$ cat src/rtl/pm_byte_loader.sv
//==============================================================================
// Module   : pm_byte_loader
// Brief    : Assembles a byte stream into little-endian words and writes them
//            to program memory at auto-incrementing addresses.
//            Optional running XOR checksum: define PM_LOADER_CHECKSUM_EN.
// Revision : 1.0
//==============================================================================
`default_nettype none

module pm_byte_loader #(
    parameter int DATAWIDTH = 32,
    parameter int ADDWIDTH  = 7
) (
    input  logic                 clk,
    input  logic                 rst,
    input  logic                 load_start,
    input  logic [ADDWIDTH-1:0]  base_addr,
    input  logic [ADDWIDTH:0]    word_count,
    input  logic [7:0]           byte_in,
    input  logic                 byte_valid,
    output logic                 byte_ready,
    output logic                 pm_wr_en,
    output logic [ADDWIDTH-1:0]  pm_addr,
    output logic [DATAWIDTH-1:0] pm_wdata,
    output logic                 busy,
    output logic                 done,
    output logic                 err,
    output logic [7:0]           checksum
);

    localparam int BYTES = DATAWIDTH / 8;
    localparam int CNTW  = (BYTES > 1) ? $clog2(BYTES) : 1;

    localparam logic [1:0] S_IDLE  = 2'd0;
    localparam logic [1:0] S_LOAD  = 2'd1;
    localparam logic [1:0] S_WRITE = 2'd2;
    localparam logic [1:0] S_DONE  = 2'd3;

    logic [1:0]           state_q, state_d;
    logic [CNTW-1:0]      cnt_q,   cnt_d;
    logic [ADDWIDTH:0]    rem_q,   rem_d;
    logic [ADDWIDTH-1:0]  addr_q,  addr_d;
    logic [DATAWIDTH-1:0] wdata_q, wdata_d;
    logic                 err_q,   err_d;

    logic accept_w;
    logic start_w;

    assign byte_ready = (state_q == S_LOAD);
    assign pm_wr_en   = (state_q == S_WRITE);
    assign busy       = (state_q == S_LOAD) || (state_q == S_WRITE);
    assign done       = (state_q == S_DONE);
    assign err        = err_q;
    assign pm_addr    = addr_q;
    assign pm_wdata   = wdata_q;

    assign accept_w = byte_valid && byte_ready;
    // load_start only counts when no session is in flight
    assign start_w  = load_start && ((state_q == S_IDLE) || (state_q == S_DONE));

    always_comb begin
        state_d = state_q;
        cnt_d   = cnt_q;
        rem_d   = rem_q;
        addr_d  = addr_q;
        wdata_d = wdata_q;
        err_d   = err_q;

        case (state_q)
            S_IDLE, S_DONE: begin
                if (start_w) begin
                    addr_d  = base_addr;
                    rem_d   = word_count;
                    cnt_d   = '0;
                    err_d   = 1'b0;
                    state_d = (word_count == '0) ? S_DONE : S_LOAD;
                end
            end
            S_LOAD: begin
                if (accept_w) begin
                    for (int k = 0; k < BYTES; k++) begin
                        if (cnt_q == CNTW'(k)) begin
                            wdata_d[8*k +: 8] = byte_in;
                        end
                    end
                    if (cnt_q == CNTW'(BYTES - 1)) begin
                        state_d = S_WRITE;
                    end else begin
                        cnt_d = cnt_q + 1'b1;
                    end
                end
            end
            S_WRITE: begin
                addr_d  = addr_q + 1'b1;
                rem_d   = rem_q - 1'b1;
                cnt_d   = '0;
                state_d = (rem_q == {{ADDWIDTH{1'b0}}, 1'b1}) ? S_DONE : S_LOAD;
            end
            default: begin
                state_d = S_IDLE;
            end
        endcase

        // A dropped byte outranks the clear from a simultaneous load_start
        if (byte_valid && !byte_ready) begin
            err_d = 1'b1;
        end
    end

    always_ff @(posedge clk or posedge rst) begin
        if (rst) begin
            state_q <= S_IDLE;
            cnt_q   <= '0;
            rem_q   <= '0;
            addr_q  <= '0;
            wdata_q <= '0;
            err_q   <= 1'b0;
        end else begin
            state_q <= state_d;
            cnt_q   <= cnt_d;
            rem_q   <= rem_d;
            addr_q  <= addr_d;
            wdata_q <= wdata_d;
            err_q   <= err_d;
        end
    end

`ifdef PM_LOADER_CHECKSUM_EN
    logic [7:0] csum_q, csum_d;

    always_comb begin
        csum_d = csum_q;
        if (start_w) begin
            csum_d = 8'h00;
        end else if (accept_w) begin
            csum_d = csum_q ^ byte_in;
        end
    end

    always_ff @(posedge clk or posedge rst) begin
        if (rst) begin
            csum_q <= 8'h00;
        end else begin
            csum_q <= csum_d;
        end
    end

    assign checksum = csum_q;
`else
    assign checksum = 8'h00;
`endif

endmodule

`default_nettype wire

$ cat config.mk
export PLATFORM = sky130hd
export DESIGN_NAME = pm_byte_loader
export DESIGN_NICKNAME = d
export VERILOG_FILES = /design/src/rtl/pm_byte_loader.sv
export SDC_FILE = /design/constraint.sdc
export NUM_CORES = 1
export LEC_CHECK = 0
export BUFFER_PORTS_ARGS = -buffer_cell sky130_fd_sc_hd__buf_2
export CORE_MARGIN = 2
export CORE_UTILIZATION = 46
export CTS_CLUSTER_DIAMETER = 40
export CTS_CLUSTER_SIZE = 8
export DETAILED_ROUTE_END_ITERATION = 8
export MAX_ROUTING_LAYER = met4
export PLACE_DENSITY = 0.76
export SYNTH_ARGS = -nofsm -noshare
export SYNTH_HDL_FRONTEND = slang
export SYNTH_SLANG_ARGS = --single-unit
$ cat constraint.sdc
create_clock -name clk -period 1.8 [get_ports clk]
set_input_delay 0.18 -clock clk [delete_from_list [all_inputs] [get_ports clk]]
set_output_delay 0.18 -clock clk [all_outputs]
set_load 0.005 [all_outputs]
==> results of run 1 <==
## per-layer routing
| layer | wire length, um | track usage (%) | vias up |
|---|---|---|---|
| met3 | 378 | 4.66 | 6 |
| met1 | 2300 | 23.6 | 962 |
| li1 | - | - | 946 |
| met4 | 54 | 4.74 | 0 |
| met2 | 2870 | 34.1 | 67 |
| met5 | 0 | - | - |
## worst register-to-register path, stage by stage (launching register included)
cell and delay, ns:
dfrtp_1 0.42, inv_1 0.10, ha_1 0.24, nand3_1 0.39, mux2_2 0.42
## cell usage after synthesis
cell type	count	area [um^2]
a21boi_0	1	7.51
a21oi_1	22	110
a2bb2oi_1	1	8.76
a31oi_1	1	6.26
and3_1	2	12.5
buf_2	4	20.0
buf_4	9	67.6
buf_6	2	22.5
clkbuf_1	2	7.51
conb_1	1	3.75
dfrtp_1	52	1300
ha_1	11	138
inv_1	11	41.3
mux2_2	32	360
mux2_4	1	15.0
mux2i_1	4	40.0
nand2_1	11	41.3
nand2b_1	3	18.8
nand3_1	12	60.1
nand4_1	2	12.5
nand4b_1	2	17.5
nor2_1	6	22.5
nor2b_1	4	25.0
nor3_1	3	15.0
nor3_2	1	10.0
nor3b_1	1	7.51
nor4_1	2	12.5
o21ai_0	10	50.1
o21ai_1	2	10.0
o22ai_1	8	50.1
o31ai_1	1	7.51
o32ai_2	1	16.3
or3_1	1	6.26
or3_2	1	7.51
or3b_1	1	8.76
or4_4	1	11.3
## registers in the layout, indices dropped and copies added, names as in the netlist
name / count
cnt_q: 2
err: 1
pm_addr: 7
pm_wdata: 32
rem_q: 8
state_q: 2
## layout by cell type (no fill, tap or decap), drive strengths merged, types with 8 or more instances in the layout
cell,synthesis,final
o21ai,12,12
buf,15,78
o22ai,8,8
nand2,11,11
inv,11,12
mux2,33,33
a21oi,22,22
dfrtp,52,52
nand3,12,12
ha,11,11
conb,1,8
## cell type report
cell class / count / share of cell area (%)
clock buffer: 6 / 2.65
multi-input combinational: 156 / 36.6
timing repair buffer: 79 / 14.3
inverter: 11 / 1.32
clock inverter: 2 / 0.442
tap: 72 / 2.89
sequential: 52 / 41.8
## through the flow
stage	setup slack [ns]	utilization, %	cells
detailed placement	0.103	55.3	369
global placement	0.151	55.3	369
floorplan	0.0637	-	236
CTS	0.0743	57.2	378
finish	0.125	57.3	378
global route	0.00164	57.3	378
## cells by family (layout without fill, tap and decap cells)
kind of cell,after synthesis,after routing
fa+ha+maj,11,11
other cells,1,8
compound gates,47,47
mux,37,37
flops,52,52
simple gates,53,53
buf+inv,28,98
## power by group through the flow
stage	Sequential, W	Clock, W	Combinational [W]
6_report	0.00218	0.000711	0.00242
4_1_cts	0.00218	0.000733	0.00245
3_3_place_gp	0.00216	0	0.00234
2_1_floorplan	0.00217	0	0.00152
3_5_place_dp	0.00220	0	0.00242
5_1_grt	0.00227	0.000781	0.00270
## timing repair
| item | CTS | global route |
|---|---|---|
| hold endpoints to repair | 18 | 0 |
| resized for setup | 0 | 2 |
| setup endpoints to repair | 0 | 9 |
| hold buffers | 1 | 0 |
## worst max path at each step
stage                from           end  slack (ns)  cells after the start
2_1_floorplan  state_q[0]    pm_addr[2]        0.06                      8
3_3_place_gp   state_q[0]      rem_q[2]        0.15                      6
3_5_place_dp   state_q[0]      rem_q[4]        0.10                      6
4_1_cts        state_q[0]      rem_q[4]        0.07                      6
5_1_grt        state_q[0]      rem_q[2]       0.002                      6
6_report       state_q[1]  pm_wdata[14]        0.12                      4
==> metrics, run 1 <==
worst vdd ir=0.954 mV; crit start category=flip-flop; first-pass GRT wire length=9440 um; post-route cell area=3120 um^2; Fin. Hold Viols=0; multi-input logic area=1140 um^2; row cnt=27; critical path's top delay family=flip-flops; initial antenna violation count=0; Worst path slowest cell=dfrtp_1; layout cells sized above 1=41.2%; # setup viols final=0; Sink Count=52; Hold Startpoint=byte_in[6]; die height=78.8 um; Placed Area=3010 um^2; Crit path arrival time=1.87 ns; Horiz. Die Dim=78.8 um; antenna cells=0; Synth Area in XOR/XNOR=0%; GRT Residual Overflow=0; CP cell instances=inv_1 -> ha_1 -> nand3_1 -> mux2_2; setup TNS=0 ns; Final ANT Viol Nets=0; Reg clk slew, reported paths=0.10 ns; initial DRC count=72; Synth Register Bits=52; vias in the first global route=2047; clock buffer depth=2; via count=1981; clk_skew=0.00622 ns; CTS tree=built; simple-gate share of the synthesized area=11.2%; Net Sw Frac=37.8%; Critical R2R Capture=pm_wdata[14]; Worst setup EP type=flip-flop; Fmax=597 MHz; mux share of post-synthesis cell area=16.1%; Combinational Power Share=45.5%; IO Port Bufs=70; Mapped Area=2570 um^2; number of CTS-inserted buffers=5; Nets=343; Root Buffer=clkbuf_8; die area=6210 um^2; combinational family with the most area after synthesis=multiplexers; hold depth=2; worst flop-to-flop path startpoint=state_q[1]; adder-cell share of the synthesized area=5.35%; Hold Crit Class=input port to flip-flop; status=complete, no violations; Post-CTS Setup Bufs=0; Via density=5.24; Initial Util=47.3%; worst hold margin=0.144 ns; leakage=1.53 nW; Net Sw Power=0.00201 W; Gate Count Post-Synth=229; Synth Area per Inst=11.2 um^2; DRC violations left=0; Overall Power=0.00531 W; CP Max Fanout=8; Int Power=0.00330 W; I/O pin cnt=79; PwrDens=1700 nW/um^2; register area=1300 um^2; minimum clock period=1.68 ns; Crit path largest cell delay=0.42 ns; Detailed Routing Iterations Pass 1=4; Max Cap Viol=0; H-tree depth=2; pins over their slew limit=0; RSZ-0062 raised after global routing=false; worst reg2reg setup slack=0.12 ns; Clk Latency, worst-skew pair=0.31 ns; YS warnings=0; core area=5440 um^2; Yosys cell types=36; Compound-Gate Fraction of Synth Area=10.4%; Clock power frac=13.4%; GP Congestion=0.887; hold path endpoint=pm_wdata[30]; worst path buffer plus inverter count=1; DP Wirelength=4110 um; worst setup path class=flip-flop to flip-flop; Seq pwr share=41.1%; largest net degree at the start of global routing=35; sequential-to-total area share from yosys stat=50.6%; routed wire length=5600 um; Worst Path Required=1.99 ns; P&R area growth vs syn=21.2%; DR WL/cell=14.8 um; final worst path period share=93.1%; R2R depth=4; Filler cells=491; Tot GR Track Use=19.8%
(Power assumes the default switching activity.)
==> inputs of run 2 (changes only) <==
--- a/config.mk
+++ b/config.mk
@@ -10,5 +10,6 @@
 export CORE_UTILIZATION = 46
-export CTS_CLUSTER_DIAMETER = 40
+export CTS_CLUSTER_DIAMETER = 200
 export CTS_CLUSTER_SIZE = 8
 export DETAILED_ROUTE_END_ITERATION = 8
+export GPL_TIMING_DRIVEN = 0
 export MAX_ROUTING_LAYER = met4
==> constraint.sdc (replaced) <==
create_clock -name clk -period 1.8 [get_ports clk]
set_input_delay 0 -clock clk [delete_from_list [all_inputs] [get_ports clk]]
set_output_delay 0 -clock clk [all_outputs]
set_load 0.005 [all_outputs]
==> run 2 against run 1 <==
Effect of this change: clock skew about the same; cell count up 7.1%; core utilization up 4.8 points; cell area up 8.4%; worst setup slack worse by 0.10 ns; via count up 3.4%; critical endpoint is now pm_wdata[9]; highest routed layer unchanged.
==> metrics, run 2 (synthesis gave the netlist of run 1 again) <==
layout cells sized above 1=41.4%; GRT Residual Overflow=0; worst path buffer plus inverter count=2; vias in the first global route=2030; pins over their slew limit=0; worst hold margin=0.0117 ns; CTS tree=built; die area=6210 um^2; Detailed Routing Iterations Pass 1=4; CP cell instances=buf_4 -> ha_1 -> buf_2 -> nand3_1 -> mux2_2; worst flop-to-flop path startpoint=state_q[0]; core area=5440 um^2; final worst path period share=98.8%; DR WL/cell=14.7 um; RSZ-0062 raised after global routing=true; IO Port Bufs=69; Overall Power=0.00562 W; via count=2049; PwrDens=1660 nW/um^2; die height=78.8 um; Worst setup EP type=flip-flop; Sink Count=52; most common cell after layout, fill and taps aside=buf_2; initial antenna violation count=0; critical path's top delay family=flip-flops; Fin. Hold Viols=0; crit start category=flip-flop; Horiz. Die Dim=78.8 um; # setup viols final=0; status=complete, no violations; Tot GR Track Use=20.5%; initial DRC count=97; Hold Crit Class=input port to flip-flop; P&R area growth vs syn=31.4%; worst reg2reg setup slack=0.02 ns; max FFs per register=32; Crit path arrival time=1.97 ns; DRC violations left=0; largest net degree at the start of global routing=44; worst setup path class=flip-flop to flip-flop; Hold Startpoint=base_addr[1]; Fmax=562 MHz; minimum clock period=1.78 ns; post-route cell area=3380 um^2; setup TNS=0 ns; routed wire length=5970 um; leakage=1.66 nW; first-pass GRT wire length=9720 um; clock buffer depth=2; GP Congestion=0.877; Worst path slowest cell=dfrtp_1; CP Max Fanout=10; clk_skew=0.00626 ns; Worst Path Required=1.99 ns; Nets=370; Crit. Startpoint=state_q[0]; Root Buffer=clkbuf_8; Max Cap Viol=0; number of CTS-inserted buffers=5; H-tree depth=2; Initial Util=47.3%; Crit path largest cell delay=0.39 ns; Reg clk slew, reported paths=0.10 ns; antenna cells=0; worst vdd ir=0.837 mV; Placed Area=3050 um^2; Via density=5.06; Clk Latency, worst-skew pair=0.30 ns; row cnt=27; Final ANT Viol Nets=0; DP Wirelength=4180 um; most frequent cells in the layout=71 x buf_2, 52 x dfrtp_1, 32 x mux2_2; I/O pin cnt=79
-- run 2: routing by layer --
metal / track usage (%) / vias up / wire [um]
li1: - / 1002 / -
met4: 6.32 / 0 / 61
met2: 33.6 / 81 / 2900
met5: - / - / 0
met3: 4.77 / 9 / 472
met1: 25.3 / 957 / 2530
-- run 2: power by group --
part / internal (W) / total (W) / leakage (nW) / switching [W]
combinational: 0.00134 / 0.00260 / 0.963 / 0.00127
sequential: 0.00175 / 0.00217 / 0.635 / 0.000419
clock: 0.000455 / 0.000844 / 0.0614 / 0.000389
total: 0.00354 / 0.00562 / 1.66 / 0.00208
-- run 2: worst reg2reg max path: cells and delay by family, from the launching register on --
family / cells / cell delay, ns
muxes: 1 / 0.40
DFF: 1 / 0.39
and+or+nand+nor: 1 / 0.37
buffers and inverters: 2 / 0.32
adders and majority gates: 1 / 0.20
-- run 2: area by class of cell --
type | count | area [um^2]
Buffer | 17 | 128
Clock buffer | 6 | 82.6
Clock inverter | 2 | 38.8
Fill cell | 468 | 2060
Inverter | 11 | 41.3
Multi-Input combinational cell | 156 | 1150
Sequential cell | 52 | 1300
Tap cell | 72 | 90.1
Timing Repair Buffer | 89 | 548
-- run 2: what timing repair did --
item                       4_1_cts  5_1_grt
hold buffers                    16        0
hold endpoints to repair        91        0
setup buffers                    3        0
setup endpoints to repair       12       35
pin swaps                        0        0
resized for setup                3        6
-- run 2: final timing paths --
path / cells after the start / to
max: 5 / pm_wdata[9]
min: 3 / pm_addr[1]
max reg2reg: 5 / pm_wdata[9]
min reg2reg: 2 / err
max in group asynchronous: 4 / cnt_q[1]
min in group asynchronous: 3 / pm_addr[1]
-- run 2: stage by stage --
step / setup slack (ns) / util (%) / std cells
floorplan: 0.0637 / - / 236
global placement: -0.119 / 55.8 / 377
detailed placement: -0.0937 / 56.2 / 378
CTS: 0.0117 / 62.0 / 405
global route: -0.0735 / 62.1 / 405
finish: 0.0219 / 62.1 / 405
==> inputs of run 3 (changes only) <==
- CORE_MARGIN: 2 -> 5
- SLEW_MARGIN: not set -> 20
==> run 3 against run 2 <==
Effect of this change: the run now ends with setup timing left; register-to-register slack got worse by 0.03 ns; cell area increased by 0.48%; combinational power increased by 3%; clock power fell by 21%; sequential share of layout area down 0.18 points; clock skew fell by 0.0038 ns; via count increased by 1.3%; sequential cell count unchanged; worst setup slack got worse by 0.025 ns; first-iteration DRC count is 34% lower; core utilization down 0.086 points; hold slack got worse by 0.0048 ns.
==> metrics, run 3 (synthesis gave the netlist of run 1 again) <==
Via density=5.09; pins over their slew limit=0; final core occ=62.0%; Tot GR Track Use=18.4%; # setup viols final=1; RSZ-0062 raised after global routing=true; Fmax=555 MHz; DRC violations left=0; setup TNS=-0.00332 ns; CP Max Fanout=10; H-tree depth=2; failing checks=setup timing; DR WL/cell=15.1 um; final worst path period share=100%; multi-input logic area=1170 um^2; die height=84.8 um; minimum clock period=1.80 ns; Crit path arrival time=1.99 ns; die area=7190 um^2; core area=5470 um^2; number of CTS-inserted buffers=5; Max Cap Viol=0; most frequent cells in the layout=71 x buf_2, 52 x dfrtp_1, 32 x mux2_2; Hold Startpoint=byte_valid; Detailed Routing Iterations Pass 1=4; Reg clk slew, reported paths=0.09 ns; largest net degree at the start of global routing=35; P&R area growth vs syn=32.0%; worst setup path class=flip-flop to flip-flop; crit start category=flip-flop; Sink Count=52; Fin. Hold Viols=0; final setup margin=-0.00332 ns; layout cells sized above 1=42.6%; status=finished, violations left; max FFs per register=32; Final ANT Viol Nets=0; Place WS=-0.0861 ns; I/O pin cnt=79; worst flop-to-flop path startpoint=state_q[1]; Worst setup EP type=flip-flop; Root Buffer=clkbuf_8; vias in the first global route=2147; row cnt=27; Clk Latency, worst-skew pair=0.30 ns; IO Port Bufs=69; GP Congestion=0.850; Nets=373; Hold Crit Class=input port to flip-flop; most common cell after layout, fill and taps aside=buf_2; routed wire length=6170 um; Overall Power=0.00553 W; PwrDens=1630 nW/um^2; DP Wirelength=4390 um; register area=1300 um^2; Initial Util=47.0%; Crit. Startpoint=state_q[1]; Horiz. Die Dim=84.8 um; antenna cells=0; Worst Path Required=1.99 ns; worst hold margin=0.00685 ns; leakage=1.66 nW; Filler cells=487; clk_skew=0.00243 ns; initial DRC count=64; first-pass GRT wire length=10400 um; clock buffer depth=2; worst vdd ir=0.803 mV; CTS tree=built; GRT Residual Overflow=0; initial antenna violation count=0; via count=2075
[run 3: cell count changes in the layout (fill, tap and decap cells not counted), sizes merged]
cell / before / now
buf: 88 / 91
clkinvlp: 0 / 1
clkbuf: 8 / 7
bufinv: 1 / 0
dlygate4sd3: 16 / 17
[run 3: power breakdown]
part	switching (W)	leakage [nW]	internal (W)
sequential	0.000421	0.635	0.00175
combinational	0.00130	0.980	0.00140
clock	0.000387	0.0414	0.000277
[run 3: final timing paths]
| path | slack [ns] | cells past startpoint | end |
|---|---|---|---|
| worst min register to register | 0.50 | 2 | err |
| worst max-delay path | -0.003 | 7 | pm_addr[2] |
| max in group asynchronous | 1.04 | 4 | cnt_q[0] |
| min in group asynchronous | 0.24 | 3 | pm_addr[1] |
| worst max register to register | -0.003 | 7 | pm_addr[2] |
| worst min-delay path | 0.007 | 3 | err |
[run 3: stage by stage]
stage | cells | area, um^2
floorplan | 236 | 2600
global placement | 377 | 3030
detailed placement | 378 | 3050
CTS | 406 | 3360
global route | 408 | 3400
finish | 408 | 3400
[run 3: timing repair]
action	4_1_cts	5_1_grt
gates resized for setup	4	7
hold endpoints to repair	58	0
endpoints found under the setup margin	28	29
buffers inserted	4	2
pin swaps	0	1
hold buffers	17	0
[run 3: layout make-up]
cell class | count | share of cell area (%)
Clock buffer | 6 | 2.14
Inverter | 11 | 1.22
Tap cell | 72 | 2.65
Timing Repair Buffer | 93 | 17.1
Sequential cell | 52 | 38.3
Buffer | 16 | 3.61
Clock inverter | 2 | 0.479
Multi-Input combinational cell | 156 | 34.5
[run 3: worst max-delay path: stages, from the launching register on]
cell     delay, ns
dfrtp_1       0.43
ha_1          0.30
buf_6         0.14
mux2_4        0.31
buf_6         0.15
buf_6         0.15
o22ai_1       0.15
a21oi_1       0.06
[run 3: routing by layer]
metal | vias to the layer above | GRT usage, % | routed length (um)
li1 | 1004 | - | -
met1 | 986 | 22.4 | 2610
met2 | 76 | 29.7 | 2970
met3 | 9 | 5.40 | 496
met4 | 0 | 5.18 | 81
met5 | - | - | 0
